===== src/rtl/display_scan_ctrl.sv =====
`default_nettype none
// ============================================================================
// Module   : display_scan_ctrl
// Brief    : Frame-arbitrated scan scheduler for a 5-position clock display
//            (digits at 4,3,1,0 and colon at 2). Optional build macro:
//            LEADING_ZERO_BLANK_EN blanks a zero leading digit at position 4.
// Revision : 1.0 - initial release
// ============================================================================
module display_scan_ctrl #(
  parameter int DWELL_CYC = 4,
  parameter int BLANK_CYC = 1
) (
  input  logic        clk_1ms,
  input  logic        reset_n,
  input  logic        req_a,
  input  logic [15:0] data_a,
  input  logic        colon_a,
  input  logic        req_b,
  input  logic [15:0] data_b,
  input  logic        colon_b,
  output logic        grant_a,
  output logic        grant_b,
  output logic [2:0]  digit_select,
  output logic        digit_en,
  output logic [3:0]  bcd_out,
  output logic        colon_on,
  output logic        frame_done
);

  typedef enum logic [1:0] {
    S_ARB   = 2'd0,
    S_BLANK = 2'd1,
    S_SHOW  = 2'd2
  } state_t;

  localparam int c_CNT_MAX = (DWELL_CYC > BLANK_CYC) ? DWELL_CYC : BLANK_CYC;
  localparam int c_CNT_W   = $clog2(c_CNT_MAX) + 1;
  localparam logic [c_CNT_W-1:0] c_DWELL_LAST = c_CNT_W'(DWELL_CYC - 1);
  localparam logic [c_CNT_W-1:0] c_BLANK_LAST = c_CNT_W'((BLANK_CYC > 0) ? BLANK_CYC - 1 : 0);
  localparam state_t c_POS_ENTRY = (BLANK_CYC > 0) ? S_BLANK : S_SHOW;

  state_t               r_state, w_state_nxt;
  logic [2:0]           r_pos, w_pos_nxt;
  logic [c_CNT_W-1:0]   r_cnt, w_cnt_nxt;
  logic [15:0]          r_snap, w_snap_nxt;
  logic                 r_colon_snap, w_colon_snap_nxt;
  logic                 w_grant_a_nxt, w_grant_b_nxt;
  logic                 w_frame_done_nxt;
  logic                 w_digit_en_nxt;
  logic [3:0]           w_bcd_nxt;
  logic                 w_colon_on_nxt;
  logic                 w_owner_nxt;

  // Position 2 carries the colon, so it has no digit nibble.
  function automatic logic [3:0] pick_digit(input logic [15:0] d, input logic [2:0] p);
    logic [3:0] v;
    v = 4'h0;
    case (p)
      3'd4:    v = d[15:12];
      3'd3:    v = d[11:8];
      3'd1:    v = d[7:4];
      3'd0:    v = d[3:0];
      default: v = 4'h0;
    endcase
    return v;
  endfunction

  always_ff @(posedge clk_1ms or negedge reset_n) begin
    if (!reset_n) begin
      r_state      <= S_ARB;
      r_pos        <= 3'd4;
      r_cnt        <= '0;
      r_snap       <= '0;
      r_colon_snap <= 1'b0;
      grant_a      <= 1'b0;
      grant_b      <= 1'b0;
      digit_select <= 3'd4;
      digit_en     <= 1'b0;
      bcd_out      <= 4'h0;
      colon_on     <= 1'b0;
      frame_done   <= 1'b0;
    end else begin
      r_state      <= w_state_nxt;
      r_pos        <= w_pos_nxt;
      r_cnt        <= w_cnt_nxt;
      r_snap       <= w_snap_nxt;
      r_colon_snap <= w_colon_snap_nxt;
      grant_a      <= w_grant_a_nxt;
      grant_b      <= w_grant_b_nxt;
      digit_select <= w_pos_nxt;
      digit_en     <= w_digit_en_nxt;
      bcd_out      <= w_bcd_nxt;
      colon_on     <= w_colon_on_nxt;
      frame_done   <= w_frame_done_nxt;
    end
  end

  always_comb begin
    w_state_nxt      = r_state;
    w_pos_nxt        = r_pos;
    w_cnt_nxt        = r_cnt;
    w_snap_nxt       = r_snap;
    w_colon_snap_nxt = r_colon_snap;
    w_grant_a_nxt    = grant_a;
    w_grant_b_nxt    = grant_b;
    w_frame_done_nxt = 1'b0;

    case (r_state)
      S_ARB: begin
        // B has strict priority; A may starve while B keeps requesting.
        w_state_nxt      = c_POS_ENTRY;
        w_pos_nxt        = 3'd4;
        w_cnt_nxt        = '0;
        w_grant_b_nxt    = req_b;
        w_grant_a_nxt    = req_a & ~req_b;
        w_snap_nxt       = req_b ? data_b  : (req_a ? data_a  : 16'h0000);
        w_colon_snap_nxt = req_b ? colon_b : (req_a ? colon_a : 1'b0);
      end
      S_BLANK: begin
        if (r_cnt == c_BLANK_LAST) begin
          w_state_nxt = S_SHOW;
          w_cnt_nxt   = '0;
        end else begin
          w_cnt_nxt = r_cnt + 1'b1;
        end
      end
      S_SHOW: begin
        if (r_cnt == c_DWELL_LAST) begin
          w_cnt_nxt = '0;
          if (r_pos == 3'd0) begin
            w_state_nxt      = S_ARB;
            w_frame_done_nxt = 1'b1;
          end else begin
            w_pos_nxt   = r_pos - 3'd1;
            w_state_nxt = c_POS_ENTRY;
          end
        end else begin
          w_cnt_nxt = r_cnt + 1'b1;
        end
      end
      default: begin
        w_state_nxt = S_ARB;
      end
    endcase

    // Output registers are loaded from next-state values so they line up with the state.
    w_owner_nxt    = w_grant_a_nxt | w_grant_b_nxt;
    w_digit_en_nxt = 1'b0;
    w_bcd_nxt      = 4'h0;
    w_colon_on_nxt = 1'b0;
    if (w_state_nxt == S_SHOW) begin
      w_bcd_nxt      = pick_digit(w_snap_nxt, w_pos_nxt);
      w_digit_en_nxt = w_owner_nxt;
      w_colon_on_nxt = w_owner_nxt & w_colon_snap_nxt & (w_pos_nxt == 3'd2);
`ifdef LEADING_ZERO_BLANK_EN
      if ((w_pos_nxt == 3'd4) && (w_snap_nxt[15:12] == 4'h0)) begin
        w_digit_en_nxt = 1'b0;
      end
`else
`endif
    end
  end

endmodule
`default_nettype wire


===== config.mk =====
export PLATFORM = sky130hd
export DESIGN_NAME = display_scan_ctrl
export DESIGN_NICKNAME = d
export VERILOG_FILES = /design/src/rtl/display_scan_ctrl.sv
export SDC_FILE = /design/constraint.sdc
export NUM_CORES = 1
export LEC_CHECK = 0
export ABC_AREA = 1
export CAP_MARGIN = 20
export CORE_ASPECT_RATIO = 0.7
export CORE_MARGIN = 2
export CORE_UTILIZATION = 52
export CTS_BUF_LIST = sky130_fd_sc_hd__clkbuf_16
export CTS_CLUSTER_DIAMETER = 120
export DETAILED_ROUTE_END_ITERATION = 6
export PLACE_DENSITY = 0.94
export SLEW_MARGIN = 20
export SYNTH_ARGS = -nofsm -noshare
export SYNTH_HDL_FRONTEND = slang
export SYNTH_SLANG_ARGS = --single-unit

===== constraint.sdc =====
create_clock -name clk_1ms -period 3.1 [get_ports clk_1ms]
set_clock_uncertainty 0.15 [all_clocks]
set_input_delay 0.62 -clock clk_1ms [delete_from_list [all_inputs] [get_ports clk_1ms]]
set_output_delay 0.62 -clock clk_1ms [all_outputs]
set_load 0.01 [all_outputs]

==> flow_metrics.py <==
metrics = {
    "run_status": {
        "outcome": "complete, no violations",
    },
    "yosys": {
        "synth_nets": 271,
        "synth_area_sq_um": 1840,
        "synthTopCellsByCount": "nand2_1, dfrtp_1, nand3_1",
        "ys_seq_area_frac": 0.462,
        "synth_flop_cell": "dfrtp_1",
        "synth.most_common_cell": "nand2_1",
        "postSynthRegisterBits": 34,
        "netlist_top_cells_area": "dfrtp_1, nand2_1, ha_1",
        "synthArstFlopShare": 1.00,
        "yosysUniqueCellTypes": 22,
        "yosysTopAreaCell": "dfrtp_1",
        "synth_edf_count": 0,
        "synth_top_area_share": 0.448,
        "synth_area_per_cell_sq_um": 8.30,
        "syn_inst": 222,
        "yosysWarnings": 0,
    },
    "clocking": {
        "cts_setup_buffers": 0,
        "cts_htree_levels": 2,
        "worstSkewPairLatency_ns": 0.28,
        "cts_resized": 0,
        "cts.clk_slew.worst_paths_ns": 0.05,
        "clk_path_buf_depth": 2,
        "root_buffer": "clkbuf_16",
        "tritoncts": "yes",
        "cts_sinks": 34,
        "ctsHoldBuffers": 0,
        "cts_buffers": 5,
    },
    "run": {
        "maxCapViolCount": 0,
    },
    "critical_path": {
        "critPathTopFamily": "simple AND/OR/NAND/NOR gates",
        "crit_path_max_fanout": 13,
        "path_cells": "inv_1 > ha_1 > nand3_1 > nand2_1 > nand3_1 > inv_1 > nand3_1 > nand2_1 > nor2_1 > nor2_1",
        "reg2reg_slack_ns": 0.70,
        "cp-end-kind": "register",
        "worstRegToRegCells": 10,
        "crit_type": "register to register",
        "crit_top_cell": "nand3_1",
        "crit_path_start_kind": "register",
        "cp.required_ns": 3.16,
        "crit_end": "bcd_out[3]$_DFF_PN0_",
        "critPathBufInv": 2,
        "crit_start": "r_state[0]$_DFF_PN0_",
        "cp.depth": 10,
        "critical_path.slowest_cell": "dfrtp_1",
        "critPathArrivalTime_ns": 2.46,
        "crit-reg2reg-launch": "r_state[0]$_DFF_PN0_",
        "timing.rr.end": "bcd_out[3]$_DFF_PN0_",
        "cpPeakStageDelay_ns": 0.44,
    },
    "power": {
        "clock_power_share": 0.524,
        "power_leakage_nw": 1.25,
        "seqPwrFrac": 0.387,
        "p_comb_frac": 0.089,
        "internal-power_w": 0.000990,
        "netSwitchingFraction": 0.190,
        "irDropWorstVdd_mv": 0.275,
        "switchingPower_w": 0.000233,
        "p_per_area_nw_per_um2": 477,
    },
    "sta": {
        "timing.setup.tns_ns": 0,
        "fin_ws_ns": 0.699,
        "slew_headroom": 0.684,
        "min_period_ns": 2.40,
        "fin_hold_ws_ns": 0.337,
        "fin_crit_sh": 0.775,
        "max_slew.worst_pin.slew_ns": 0.472,
        "rsz0062_at_grt": "false",
        "slew_violations": 0,
        "setup_viol": 0,
        "hold_viol_final": 0,
        "fmax_ghz": 0.416,
    },
    "cells_and_area": {
        "area_growth_pct": 39.1,
        "final_core_util": 0.739,
        "final_cells": 326,
        "diodes": 0,
        "num-nets-final": 324,
        "fillCellCount": 259,
        "final_layout_size_suffix_gt1_frac": 0.112,
    },
    "drt": {
        "routed_via_density": 5.26,
        "drt.antenna.violating_nets": 0,
        "first_iter_violations": 173,
        "vias": 1714,
        "wl_per_cell_microns": 14.1,
        "wirelength_microns": 4610,
        "drc": 0,
        "first_pass_iters": 4,
    },
    "placed_design": {
        "port_buffers": 49,
        "dp.cells": 318,
        "dp_hpwl_microns": 3260,
        "dp_slack_ns": 0.750,
        "gp_congestion": 0.840,
    },
    "global_route": {
        "grt_overflow": 0,
        "grt_pass1_vias": 1531,
        "grt_use_total": 0.250,
        "grt_max_degree": 35,
        "antenna_found_initial": 0,
        "grt_pass1_wl_microns": 7260,
    },
    "min_path": {
        "hp-class": "register to register",
        "hp-start": "r_snap[8]$_DFF_PN0_",
    },
    "die": {
        "die_x_microns": 75.2,
        "start_util": 0.531,
        "rows": 18,
        "ios": 50,
        "core-area_sq_um": 3470,
        "fp.dieH_microns": 53.8,
        "dieArea_sq_um": 4040,
    },
}
## through the flow
stage	instance area, sq um	total power (W)
global placement	2370	0.000587
CTS	2560	0.00122
detailed placement	2370	0.000590
global route	2560	0.00126
finish	2560	0.00122
floorplan	1840	0.000512
## cell type report
type / instances / area [sq um] / share of cell area
Inverter: 22 / 82.6 / 0.0322
Multi-Input combinational cell: 162 / 880 / 0.343
Tap cell: 50 / 62.6 / 0.0244
Timing Repair Buffer: 50 / 498 / 0.194
Clock inverter: 3 / 63.8 / 0.0249
Sequential cell: 34 / 852 / 0.332
Clock buffer: 5 / 125 / 0.0488
## power groups by stage
stage / Combinational (W) / Sequential [W] / Clock (W)
floorplan: 0.0000296 / 0.000482 / 0
CTS: 0.000110 / 0.000473 / 0.000640
detailed placement: 0.000109 / 0.000481 / 0
global placement: 0.000107 / 0.000480 / 0
global route: 0.000120 / 0.000475 / 0.000665
finish: 0.000109 / 0.000473 / 0.000641
## worst min-delay path by stage
stage | to | slack (ns) | cells after the start
after floorplan | bcd_out[0]$_DFF_PN0_ | 0.17 | 0
after global placement | r_snap[4]$_DFF_PN0_ | 0.32 | 2
after detailed placement | r_snap[6]$_DFF_PN0_ | 0.33 | 2
after CTS | r_snap[6]$_DFF_PN0_ | 0.34 | 2
after global routing | r_snap[6]$_DFF_PN0_ | 0.35 | 2
final | r_snap[8]$_DFF_PN0_ | 0.34 | 2
## per-layer routing
| metal | vias up | share of wire | GRT usage |
|---|---|---|---|
| li1 | 832 | - | - |
| met1 | 794 | 0.43 | 0.345 |
| met2 | 78 | 0.46 | 0.379 |
| met3 | 10 | 0.083 | 0.0749 |
| met4 | 0 | 0.018 | 0.0848 |
| met5 | - | 0 | 0 |
## state kept, by name, summed over array words and instances, names as in the netlist
signal and count:
colon_on 1, r_pos 3, frame_done 1, r_colon_snap 1, digit_en 1, r_cnt 3
bcd_out 4, grant_a 1, grant_b 1, r_snap 16, r_state 2
## worst min-delay path, delay by kind of cell, from the launching register on
kind          cells  cell delay, ns
flops             1            0.32
simple gates      2            0.13
## cells by family after synthesis
group           count (synthesis)  share of synthesized area
simple gates                  141                      0.373
buf+inv                        26                     0.0604
compound gates                 10                     0.0299
flops                          34                      0.462
fa+ha+maj                      11                     0.0747
## cell usage in the layout (no fill, tap or decap), types with 2 or more instances in the layout
| cell type | instances |
|---|---|
| dfrtp_1 | 33 |
| nand2_1 | 75 |
| nor2_1 | 13 |
| clkdlybuf4s50_1 | 49 |
| inv_1 | 18 |
| bufinv_16 | 2 |
| nand3_1 | 21 |
| clkbuf_16 | 5 |
| o21ai_0 | 5 |
| inv_2 | 4 |
| ha_1 | 11 |
| nand3_2 | 10 |
| a21oi_1 | 3 |
| nand4_1 | 11 |
| nand2_2 | 4 |
| nor3_1 | 4 |
(Power assumes the default switching activity.)
